==> src/rtl/y86_pkg.sv <==
// Shared Y86-64 definitions: word width, opcode values, the register-none
// marker and small helpers for instruction length and constant extraction.
package y86_pkg;

    localparam int WORD = 64;

    // Instruction codes (upper nibble of the first instruction byte)
    localparam logic [3:0] I_HALT   = 4'h0;
    localparam logic [3:0] I_NOP    = 4'h1;
    localparam logic [3:0] I_RRMOVQ = 4'h2;
    localparam logic [3:0] I_IRMOVQ = 4'h3;
    localparam logic [3:0] I_RMMOVQ = 4'h4;
    localparam logic [3:0] I_MRMOVQ = 4'h5;
    localparam logic [3:0] I_OPQ    = 4'h6;
    localparam logic [3:0] I_JXX    = 4'h7;
    localparam logic [3:0] I_CALL   = 4'h8;
    localparam logic [3:0] I_RET    = 4'h9;
    localparam logic [3:0] I_PUSHQ  = 4'hA;
    localparam logic [3:0] I_POPQ   = 4'hB;

    // Register id meaning "no register"
    localparam logic [3:0] RNONE = 4'hF;

    // Encoded length in bytes of a valid instruction; undefined codes report 1
    // so the caller can step past a bad byte.
    function automatic logic [3:0] instr_len(input logic [3:0] icode);
        case (icode)
            I_RRMOVQ, I_OPQ, I_PUSHQ, I_POPQ: instr_len = 4'd2;
            I_IRMOVQ, I_RMMOVQ, I_MRMOVQ:     instr_len = 4'd10;
            I_JXX, I_CALL:                    instr_len = 4'd9;
            default:                          instr_len = 4'd1;
        endcase
    endfunction

    // Eight bytes in fetch order (first byte in [63:56]) read as a
    // little-endian word.
    function automatic logic [WORD-1:0] le_word(input logic [63:0] bytes_in);
        logic [WORD-1:0] w;
        for (int i = 0; i < 8; i++) begin
            w[8*i +: 8] = bytes_in[63-8*i -: 8];
        end
        return w;
    endfunction

endpackage

==> src/rtl/y86_fetch_decode.sv <==
// Combinational fetch stage: splits the 10-byte instruction window into its
// fields, computes the fall-through address and flags bad opcodes / bad PC.
module y86_fetch_decode
    import y86_pkg::*;
#(
    parameter int unsigned IMEM_SIZE = 1024
) (
    input  logic [WORD-1:0] PC,
    input  logic [79:0]     instruct,
    output logic [3:0]      icode,
    output logic [3:0]      ifun,
    output logic [3:0]      ra,
    output logic [3:0]      rb,
    output logic [WORD-1:0] valC,
    output logic [WORD-1:0] valP,
    output logic            mem_err,
    output logic            instruct_err
);

    // Field split, constant extraction and opcode validation
    always_comb begin
        // NOTE: every output gets a default before the case statements so no
        // path leaves a variable unassigned and no latch is inferred.
        icode        = instruct[79:76];
        ifun         = instruct[75:72];
        ra           = RNONE;
        rb           = RNONE;
        valC         = '0;
        instruct_err = 1'b0;

        // Only forms carrying a register byte look at instruct[71:64], so
        // unused window bytes never leak into ra/rb for short instructions.
        case (icode)
            I_RRMOVQ, I_IRMOVQ, I_RMMOVQ, I_MRMOVQ, I_OPQ, I_PUSHQ, I_POPQ: begin
                ra = instruct[71:68];
                rb = instruct[67:64];
            end
            default: ;
        endcase

        case (icode)
            I_IRMOVQ, I_RMMOVQ, I_MRMOVQ: valC = le_word(instruct[63:0]);
            I_JXX, I_CALL:                valC = le_word(instruct[71:8]);
            default: ;
        endcase

        case (icode)
            I_HALT, I_NOP, I_IRMOVQ, I_RMMOVQ, I_MRMOVQ,
            I_CALL, I_RET, I_PUSHQ, I_POPQ: instruct_err = (ifun != 4'h0);
            I_RRMOVQ, I_JXX:                instruct_err = (ifun > 4'h6);
            I_OPQ:                          instruct_err = (ifun > 4'h3);
            default:                        instruct_err = 1'b1;
        endcase
    end

    // Fall-through address; a bad opcode advances by a single byte
    always_comb begin
        valP = PC + (instruct_err ? WORD'(1) : WORD'(instr_len(icode)));
    end

    // Instruction-memory range check, independent of opcode validity
    always_comb begin
        mem_err = (PC >= WORD'(IMEM_SIZE));
    end

endmodule

==> src/rtl/y86_fetch_pc_unit.sv <==
// SEQ front end: combinational fetch/decode plus the registered PC-update
// stage that selects the next program counter.
module y86_fetch_pc_unit
    import y86_pkg::*;
#(
    parameter int unsigned IMEM_SIZE = 1024
) (
    input  logic            clk,
    input  logic            rst,
    input  logic [WORD-1:0] PC,
    input  logic [79:0]     instruct,
    input  logic            cond,
    input  logic [WORD-1:0] valM,
    output logic [3:0]      icode,
    output logic [3:0]      ifun,
    output logic [3:0]      ra,
    output logic [3:0]      rb,
    output logic [WORD-1:0] valC,
    output logic [WORD-1:0] valP,
    output logic            mem_err,
    output logic            instruct_err,
    output logic [WORD-1:0] next_pc
);

    logic [WORD-1:0] pc_sel;

    y86_fetch_decode #(
        .IMEM_SIZE(IMEM_SIZE)
    ) u_fetch_decode (
        .PC          (PC),
        .instruct    (instruct),
        .icode       (icode),
        .ifun        (ifun),
        .ra          (ra),
        .rb          (rb),
        .valC        (valC),
        .valP        (valP),
        .mem_err     (mem_err),
        .instruct_err(instruct_err)
    );

    // Next-PC select: faults and halt freeze the PC, then control transfers
    always_comb begin
        pc_sel = valP;
        if (mem_err || instruct_err || icode == I_HALT) begin
            pc_sel = PC;
        end else if (icode == I_CALL) begin
            pc_sel = valC;
        end else if (icode == I_JXX) begin
            pc_sel = cond ? valC : valP;
        end else if (icode == I_RET) begin
            pc_sel = valM;
        end
    end

    // PC register; reset is asynchronous and overrides a coincident edge
    always_ff @(posedge clk or posedge rst) begin
        // NOTE: state registers use non-blocking assignment so every flop
        // samples the pre-edge values, independent of process ordering.
        if (rst) begin
            next_pc <= '0;
        end else begin
            next_pc <= pc_sel;
        end
    end

endmodule

==> config.mk <==
export PLATFORM = sky130hd
export DESIGN_NAME = y86_fetch_pc_unit
export DESIGN_NICKNAME = d
export VERILOG_FILES = /design/src/rtl/y86_pkg.sv /design/src/rtl/y86_fetch_decode.sv /design/src/rtl/y86_fetch_pc_unit.sv
export SDC_FILE = /design/constraint.sdc
export NUM_CORES = 1
export LEC_CHECK = 0
export CORE_AREA = 3 3 163 165
export DETAILED_ROUTE_END_ITERATION = 8
export DIE_AREA = 0 0 166 168
export REMOVE_ABC_BUFFERS = 1
export SLEW_MARGIN = 5
export SYNTH_ARGS = -nofsm -noshare
export SYNTH_HDL_FRONTEND = slang
export SYNTH_SLANG_ARGS = --single-unit
==> constraint.sdc <==
create_clock -name clk -period 12.5 [get_ports clk]
set_input_delay 1.875 -clock clk [delete_from_list [all_inputs] [get_ports clk]]
set_output_delay 1.875 -clock clk [all_outputs]
set_load 0.02 [all_outputs]
* Word level (Yosys, flattened, before mapping)
Memory sizes are Yosys's and may differ from the RTL's. Cells that the tools add are included.
Cells by class: reduce and logical (&&, ||, !) cells 9, eq/ne operators 11, muxes and demuxes 10, add/sub/neg operators 1, magnitude comparators 3
Operators by type and width (count):
- $mux W64 | 5
- $pmux W64 S2 | 1
- $add A64 B64 Y64 | 1
- $ge A64 B11 Y1 const B | 1
- $eq A4 B3 Y1 const B | 4
- $eq A4 B4 Y1 const B | 4
- $mux W4 | 3
- $reduce_or A9 Y1 | 1
- $eq A4 B2 Y1 const B | 2
- $reduce_or A7 Y1 | 1
- $eq A4 B1 Y1 const B | 1
- $gt A4 B2 Y1 const B | 1
- $gt A4 B3 Y1 const B | 1
- $logic_not A4 Y1 | 1
- $reduce_bool A4 Y1 | 1
- $reduce_or A2 Y1 | 2
- $pmux W1 S3 | 1
- $reduce_or A3 Y1 | 1
- $logic_or A1 B1 Y1 | 2
Word-level totals: output and inout port bits 210, memories 1, logic and storage cells 36, bits in registers 64, bits of input ports 211, ROM bits 48
Memories:
- (no name shown) | words 16, width 3, read ports 1, clocked after memory_dff 0, write ports 0, line y86_pkg.sv:27 | case (icode)

* Depth between registers and ports, before layout
depth in word-level cells 9, gate-level depth with buffers 16, depth with buffers taken out 12

* Cells and area by module
A second synthesis with hierarchy kept.
Unflattened totals: cells, all modules 994, area, all modules 7449.6 sq um
Modules (own cells, without submodules):
- y86_fetch_pc_unit | seq. area each 1601.5 sq um, cells each 654, times used 1, area an instance 4974.8 sq um
- y86_fetch_decode | seq. area each 0.0 sq um, cells each 340, times used 1, area an instance 2474.9 sq um

* Worst setup path before layout
No wires, ideal clock.
kind input-to-output, from in instruct[78], to out valP[44], stages 14, path buffers 4, arrival time 5.169 ns, path slack 5.456 ns, data required time 10.625 ns, path through buf_2 -> or4b_1 -> nand2_1 -> buf_2 -> buf_2 -> buf_2 -> nor2_1 -> nor2_1 -> ha_1 -> a31oi_1 -> nor2_1 -> nand4_1 -> or4_1 -> xnor2_1
Between the ends: cells in the longest elaborated chain, start to end 5, elaborated cells between the ends (all ways) 18, those cells by class add/sub: 1; eq/ne: 11; mux: 2; reduce/logical: 3; memory: 1
Ends and longest elaborated chain:
- from (decl) | line y86_fetch_pc_unit.sv:11 | input logic [79:0] instruct,
- $eq A4 B4 Y1 (tied with other cells) | line y86_fetch_decode.sv:47 | case (icode)
- $reduce_or A9 Y1 or $reduce_or A2 Y1 (tied branches) | line y86_fetch_decode.sv:47
- $pmux W1 S3 | line y86_fetch_decode.sv:47
- $mux W4 * | line y86_fetch_decode.sv:58 | valP = PC + (instruct_err ? WORD'(1) : WORD'(instr_len(icode)));
- $add A64 B64 Y64 * | line y86_fetch_decode.sv:58
- to (decl) | line y86_fetch_pc_unit.sv:19 | output logic [WORD-1:0] valP,
Every way passes the cells marked *; elsewhere a longest branch is shown, timed or not.

* Final worst setup path
from in instruct[79], to out valP[44]
Same word-level chain as after synthesis.

==> reports/results.tsv <==
stage	metric	value	unit
yosys	synth_area_leaders	dfrtp_1 (23%), a22o_1 (5.0%), xnor2_1 (5.0%), o21ai_0 (4.4%), nand2_1 (4.3%)	
cells_and_area	stdcell_area	0.01162	mm²
sta	fin_crit_sh	71.60	%
clock_network	cts-htree-levels	3	
sta	fmax	0.1117	GHz
clock_network	clock-root-buffer	clkbuf_16	
worst_setup_path	required	10620	ps
worst_setup_path	worstSetupPathType	input pin to output port	
power	irDropWorstVdd	0.06690	mV
cells_and_area	fillers	2455	
floorplan	fp.dieW	166	µm
floorplan	initial_core_util	27.82	%
worst_setup_path	cp-end-kind	output port	
routing	vias	9777	
grt	grt_pass1_vias	9434	
clock_network	postCtsSetupRepairBufs	0	
floorplan	die_h	168	µm
floorplan	core	0.02518	mm²
routing	wl	46.64	mm
cells_and_area	n_antenna_cell	0	
yosys	yosysWarnings	0	
routing	ant_nets	0	
worst_setup_path	cp-endpoint	valP[44]	
cells_and_area	seq_area	0.001602	mm²
clock_network	ctsResizeCount	0	
yosys	synth_top_area_share	22.86	%
routing	remaining_drc_errors	0	
yosys	syn_inst	938	
yosys	avgSynthCellArea	7.469	µm²
sta	post-route-min-period	8950	ps
yosys	synth_seq_area_share	22.86	%
sta	rsz0062_at_grt	no	
worst_setup_path	arrival	7070	ps
cells_and_area	post-route-util	46.15	%
power	p_leak	0.004394	µW
yosys	synth.largest_area_cell	dfrtp_1	
placed_design	dp.final_hpwl	35.19	mm
worst_hold_path	min_path_type	input pin to async pin	
cells_and_area	regMostFlops	next_pc	
routing	first_pass_iters	6	
worst_setup_path	cp-startpoint	instruct[79]	
cells_and_area	multi_input_area	0.004843	mm²
sta	worst_pin_slew	1160	ps
cells_and_area	largest_reg_flops	64	
cells_and_area	layout.nets	1516	
placed_design	placed_area	0.01135	mm²
sta	slew_violations	0	
cells_and_area	syn2layout_area_growth	65.89	%
cells_and_area	reg_top3	next_pc: 64 flops	
yosys	synth-edff-count	0	
yosys	synth_seq_cells	64	
grt	grt_max_degree	65	
sta	hold_viol	0	
clock_network	cts_tree	built	
floorplan	rows	58	
grt	overflow	0	
placed_design	port_buffers	420	
sta	fin_setup_tns	0	ps
routing	wl_per_cell	28.52	µm
power	p_per_area	72.85	mW/mm²
sta	setup_viol	0	
grt	antenna_found_initial	1	
yosys	syn-cell-area	0.007005	mm²
routing	routed_via_density	5.980	
clock_network	holdBufCountCts	0	
clock_network	cts.sinks	64	
outcome	outcome	complete, no violations	
routing	drt_iter0_drc	1151	
clock_network	clk_pin_slew	60	ps
yosys	async_reset_ff_share	100.0	%
worst_setup_path	worst-path-max-fanout	36	
clock_network	clockBufferDepth	2	
floorplan	io_pins	421	
floorplan	die_area	0.02789	mm²
yosys	synth_cell_types	76	
worst_setup_path	cp-start-kind	input pin	
job	cap_violations	0	
placed_design	gp_congestion	0.9009	
yosys	ys.flop_type	dfrtp_1	
cells_and_area	drive_gt1_share	6.513	%
grt	grt_pass1_wl	66.41	mm
clock_network	numCtsBuffers	9	
grt	grt_usage	31.67	%
sta	relSlewSlack	21.86	%
-- Yosys cell counts (all sizes together), types with 8 or more instances --
| cell | n |
|---|---|
| buf | 53 |
| dfrtp | 64 |
| and3 | 21 |
| nor3 | 24 |
| nand2b | 13 |
| o22ai | 11 |
| nor4 | 26 |
| or2 | 19 |
| a31oi | 21 |
| nand2 | 81 |
| a32oi | 13 |
| o31ai | 15 |
| xnor2 | 40 |
| a31o | 11 |
| o21ai | 67 |
| a22oi | 30 |
| nor2 | 72 |
| a21oi | 40 |
| nand4 | 27 |
| o21bai | 8 |
| a221o | 8 |
| xor2 | 23 |
| a22o | 40 |
| clkbuf | 37 |
| a21o | 13 |
| a211oi | 10 |
| nand3 | 39 |
| inv | 36 |
-- worst max-delay path, cell delays in order --
cell	delay (ps)
clkdlybuf4s50_1	460
buf_4	370
inv_1	70
buf_4	240
o21bai_1	220
a21o_1	250
or2_2	170
ha_1	200
fa_1	260
a31oi_1	180
nor2_1	440
nand4_1	750
or4_1	740
xnor2_1	180
clkdlybuf4s50_1	630
-- layout make-up --
cell class,count,share of cell area [%]
Clock buffer,12,2.207
Inverter,36,1.163
Timing Repair Buffer,442,37.47
Clock inverter,3,0.1507
Tap cell,330,3.553
Multi-Input combinational cell,748,41.68
Sequential cell,64,13.78
-- through the flow --
stage / std cells / worst slack, ps / total power [µW] / hold slack (ps)
after floorplan: 848 / 3340 / 363.0 / 1967
after global placement: 1620 / 3826 / 591.7 / 2535
after detailed placement: 1620 / 3684 / 592.6 / 2542
after CTS: 1635 / 3668 / 847.2 / 2172
after global routing: 1635 / 3220 / 877.7 / 2186
final: 1635 / 3550 / 846.6 / 2156
-- worst min path at each step --
stage | endpoint | slack (ps) | depth (start not counted)
final | next_pc[24] | 2160 | 3
after global routing | next_pc[0] | 2190 | 3
after CTS | next_pc[0] | 2170 | 3
after detailed placement | next_pc[0] | 2540 | 3
after global placement | next_pc[37] | 2540 | 3
after floorplan | next_pc[11] | 1970 | 1
-- cells by family (layout without fill, tap and decap cells) --
logic type	Yosys count	count (layout)	synth area share, %
simple gates	350	350	26.50
compound gates	328	328	33.08
buf+inv	126	493	8.394
flops	64	64	22.86
xor+xnor	63	63	7.876
fa+ha+maj	4	4	0.8216
mux	3	3	0.4644
-- report_power, final --
part	switching, µW	internal, µW	leakage (µW)
logic	204	169	0.00351
clock network	109	144	0.000134
registers	3.02	218	0.000754
total	316	531	0.00439
-- layout by cell type (no fill, tap or decap), types with 14 or more instances in the layout --
cell type        count
buf_4               22
nand4_1             26
xnor2_1             40
o31ai_1             14
clkdlybuf4s50_1    417
nor3_1              22
and3_1              21
a22o_1              40
a31oi_1             21
dfrtp_1             64
o21ai_0             61
nor4_1              21
a22oi_1             30
xor2_1              23
or2_2               19
nor2_1              68
inv_1               34
nand3_1             39
nand2_1             81
a21oi_1             39
-- metal layers --
layer  wire (µm)  GRT usage (%)  vias to the layer above
met1       18810          41.55                     4719
met5          13              0                        -
met2       21330          50.72                      733
met4        1194          9.222                        2
li1            -              -                     4256
met3        5288          9.345                       67
Power figures use the tool's default switching activity.
==> RTL change 1: new RTL, same settings <==
Register the inputs `PC`, `instruct`, `cond` and `valM` before use. The logic sees them one clock later. Comments in the files are not updated.
--- a/src/rtl/y86_fetch_pc_unit.sv
+++ b/src/rtl/y86_fetch_pc_unit.sv
@@ -23,4 +23,16 @@
 );
 
+    logic [WORD-1:0] PC_q;
+    logic [79:0] instruct_q;
+    logic cond_q;
+    logic [WORD-1:0] valM_q;
+
+    always_ff @(posedge clk) begin
+        PC_q       <= PC;
+        instruct_q <= instruct;
+        cond_q     <= cond;
+        valM_q     <= valM;
+    end
+
     logic [WORD-1:0] pc_sel;
 
@@ -28,6 +40,6 @@
         .IMEM_SIZE(IMEM_SIZE)
     ) u_fetch_decode (
-        .PC          (PC),
-        .instruct    (instruct),
+        .PC          (PC_q),
+        .instruct    (instruct_q),
         .icode       (icode),
         .ifun        (ifun),
@@ -44,11 +56,11 @@
         pc_sel = valP;
         if (mem_err || instruct_err || icode == I_HALT) begin
-            pc_sel = PC;
+            pc_sel = PC_q;
         end else if (icode == I_CALL) begin
             pc_sel = valC;
         end else if (icode == I_JXX) begin
-            pc_sel = cond ? valC : valP;
+            pc_sel = cond_q ? valC : valP;
         end else if (icode == I_RET) begin
-            pc_sel = valM;
+            pc_sel = valM_q;
         end
     end
Behaviour: not the same (a bounded check fails within 4 cycles, from zero or initial values and one cycle with rst high).
==> RTL change 1 against the original RTL <==
Area after synthesis up 59%. Design area up 42%. Setup slack better by 1100 ps. Maximum frequency up 13%. Sequential cell count up 212. Routed wire length up 8.9%. Via count up 15%. Total power rose to 2.6 times the old value. Largest cell class is now flip-flops and latches.
==> RTL change 1: results (changes against the original RTL) <==
Outcome: completed (unchanged)
Fill cells: 2120 (was 2455)
Post-synthesis xor/xnor area fraction: 4.55% (was 7.88%)
CTS H-tree depth: 1 (was 3)
Dpl cells: 1807 (was 1620)
Clk buf depth: 3 (was 2)
Most frequent cells after synthesis: dfxtp_1 (212), nand2_1 (102), dfrtp_1 (64) (was nand2_1 (81), nor2_1 (72), dfrtp_1 (64))
Max VDD drop: 0.119 mV (was 0.0669 mV)
Met3 wire length: 4650 um (was 5290 um)
Post-DP HPWL: 36800 um (was 35200 um)
Number of flip-flops in the largest register: 80 (was 64)
CP arrival: 6010 ps (was 7070 ps)
Total GRT Usage: 34.6% (was 31.7%)
DRT met1 WL: 20500 um (was 18800 um)
Post-synthesis async set-or-reset flop share: 23.2% (was 100%)
M1 GR Usage: 45.8% (was 41.6%)
Layout cells sized above 1: 7.06% (was 6.51%)
Synth top area cells: dfxtp_1 (38%), dfrtp_1 (14%), a22o_1 (4.1%) (was dfrtp_1 (23%), a22o_1 (5.0%), xnor2_1 (5.0%))
Synth Area per Inst: 9.87 um^2 (was 7.47 um^2)
Number of buffers created by CTS: 29 (was 9)
DRT iter0 DRCs: 1441 (was 1151)
Post-synthesis sequential area ratio: 52.4% (was 22.9%)
WL met2: 23200 um (was 21300 um)
Largest Register: instruct_q (was next_pc)
Worst-margin pin slew: 1300 ps (was 1160 ps)
Internal power: 1.61 mW (was 531 uW)
Vias in the first global route: 11000 (was 9434)
Hold Path Class: register to register (was primary input to asynchronous set/reset pin)
Top FF cell, synth: dfxtp_1 (was dfrtp_1)
Post-DR wirelength/cell: 27.2 um (was 28.5 um)
Via density: 6.02 (was 5.98)
Nets@finish: 1723 (was 1516)
CP max stage delay: 1040 ps (was 750 ps)
Post-Synth Adder-Cell Area: 0.516% (was 0.822%)
[RTL change 1: stage by stage]
stage	power, mW	worst slack, ps	area, um^2
2_1_floorplan	1.12	5940	10700
3_3_place_gp	1.33	5560	15500
3_5_place_dp	1.33	5360	15500
4_1_cts	2.18	4720	16500
5_1_grt	2.24	4370	16500
6_report	2.17	4610	16500
[RTL change 1: area by class of cell]
class                           instances  area (um^2)  share of cell area [%]
Clock buffer                           50          905                    5.48
Clock inverter                          3         43.8                   0.265
Antenna cell                            4         10.0                  0.0607
Sequential cell                       276         5850                    35.4
Inverter                               18         67.6                   0.410
Timing Repair Buffer                  438         4340                    26.3
Multi-Input combinational cell        745         4870                    29.5
Tap cell                              330          413                    2.50
[RTL change 1: power groups by stage]
stage,combinational [mW],sequential (mW),clock (mW)
6_report,0.331,0.984,0.859
5_1_grt,0.347,0.988,0.904
4_1_cts,0.329,0.982,0.870
3_5_place_dp,0.327,1.00,0
3_3_place_gp,0.325,1.00,0
2_1_floorplan,0.123,0.994,0
[RTL change 1: tightest hold or removal path, cell delays in order, from the launching register on]
cell and delay (ps):
dfxtp_1 360, nand2_1 80, nand2_1 40
[RTL change 1: path summary, 6_finish.rpt]
kind | from | end | slack (ps) | cells past startpoint
setup / recovery | instruct_q[77] | valP[46] | 4610 | 14
hold / removal | PC_q[6] | next_pc[6] | 520 | 2
setup reg to reg | instruct_q[77] | next_pc[44] | 7540 | 13
hold reg to reg | PC_q[6] | next_pc[6] | 520 | 2
max in group asynchronous | rst | next_pc[55] | 9850 | 3
min in group asynchronous | rst | next_pc[10] | 1980 | 3
==> RTL change 2: new RTL, config.mk and constraints unchanged <==
Without the edit above. `IMEM_SIZE` is set to 1024 in 2 places; all go to 768.
--- a/src/rtl/y86_fetch_decode.sv
+++ b/src/rtl/y86_fetch_decode.sv
@@ -4,5 +4,5 @@
     import y86_pkg::*;
 #(
-    parameter int unsigned IMEM_SIZE = 1024
+    parameter int unsigned IMEM_SIZE = 768
 ) (
     input  logic [WORD-1:0] PC,
--- a/src/rtl/y86_fetch_pc_unit.sv
+++ b/src/rtl/y86_fetch_pc_unit.sv
@@ -4,5 +4,5 @@
     import y86_pkg::*;
 #(
-    parameter int unsigned IMEM_SIZE = 1024
+    parameter int unsigned IMEM_SIZE = 768
 ) (
     input  logic            clk,
Behaviour: not the same (a bounded check fails within 4 cycles, from zero or initial values and one cycle with rst high).
==> RTL change 2 against the original RTL <==
Maximum frequency rose by 0.28%. Design area fell by 3.0%. Routed wire length fell by 7.6%. Total power fell by 1.3%. First-iteration DRC count fell by 26%. Setup slack improved by 25 ps. Critical path depth fell by 1. Non-clock buffer count fell by 2. Sequential cell count did not move. Area after synthesis fell by 5.9%. Global-route usage fell by 2.2 points. Critical path type unchanged. Critical endpoint is now valP[63]. Highest routed layer unchanged.
==> RTL change 2: results (changes against the original RTL) <==
Outcome: completed (unchanged)
Critical Path Sink: valP[63] (was valP[44])
Slowest CP cell: clkdlybuf4s50_1 (was nand4_1)
M1 GR Usage: 35.9% (was 41.6%)
Post-DP HPWL: 33400 um (was 35200 um)
Synth unique cells: 83 (was 76)
Post-synthesis sequential area ratio: 24.3% (was 22.9%)
Synth top area share: 24.3% (was 22.9%)
Pin count of the biggest net entering global routing: 71 (was 65)
Most frequent cells after synthesis: nand2_1 (65), dfrtp_1 (64), nor2_1 (62) (was nand2_1 (81), nor2_1 (72), dfrtp_1 (64))
Nets@finish: 1434 (was 1516)
CP max stage delay: 830 ps (was 750 ps)
CP arrival: 7050 ps (was 7070 ps)
Power Density: 74.1 mW/mm^2 (was 72.9 mW/mm^2)
Met2 GRT Util: 53.4% (was 50.7%)
Post-DR wirelength/cell: 27.8 um (was 28.5 um)
Total GRT Usage: 29.5% (was 31.7%)
CP max FO: 15 (was 36)
Clock power share: 31.1% (was 29.8%)
Worst hold start: valM[0]
DRT iter0 DRCs: 853 (was 1151)
Met3 wire length: 3410 um (was 5290 um)
Worst Setup SP: instruct[78] (was instruct[79])
Leak: 4.25 nW (was 4.39 nW)
Vias: 8856 (was 9777)
Grt met3 use: 6.64% (was 9.34%)
Layout cells sized above 1: 6.63% (was 6.51%)
Synth top area cells: dfrtp_1 (24%), a22o_1 (8.0%), xnor2_1 (4.8%) (was dfrtp_1 (23%), a22o_1 (5.0%), xnor2_1 (5.0%))
Max Used Layer: met5 (unchanged)
Power share of the sequential group: 26.5% (was 26.1%)
Vias in the first global route: 8944 (was 9434)
First-pass GRT wire length: 61700 um (was 66400 um)
Hold Path Class: primary input to register (was primary input to asynchronous set/reset pin)
Switching power: 298 uW (was 316 uW)
Ant. Diodes: 0 (unchanged)
Fill cells: 2556 (was 2455)
WL met2: 21700 um (was 21300 um)
Area after DPL: 0.0110 mm^2 (was 0.0113 mm^2)
Slew headroom: 35.2% (was 21.9%)
GPL Wtd Cong: 0.885 (was 0.901)
Top FF cell, synth: dfrtp_1 (unchanged)
Max VDD drop: 0.0634 mV (was 0.0669 mV)
DRT met1 WL: 17100 um (was 18800 um)
-- RTL change 2: cell type report --
cell class                      instances  area, um^2  area share, %
Tap cell                              330         413           3.66
Clock buffer                           10         229           2.03
Inverter                               27         103          0.910
Clock inverter                          4        47.5          0.422
Multi-Input combinational cell        677        4530           40.1
Sequential cell                        64        1600           14.2
Timing Repair Buffer                  440        4350           38.6
-- RTL change 2: logic make-up (layout without fill, tap and decap cells) --
family,after synthesis,after routing,synth area share [%]
AND/OR/NAND/NOR,304,304,25.5
multiplexers,8,8,1.25
adder cells (fa/ha/maj),4,4,0.873
XOR/XNOR,56,56,7.44
AO/OA/AOI/OAI,305,305,33.1
buffers and inverters,106,481,7.54
flip-flops,64,64,24.3
-- RTL change 2: stage by stage --
step           instances  setup WS [ps]  hold WS (ps)
3_3_place_gp        1538           3730          2450
5_1_grt             1552           3250          2120
4_1_cts             1552           3570          2100
6_report            1552           3580          2110
2_1_floorplan        768           4770          1970
3_5_place_dp        1538           3550          2460
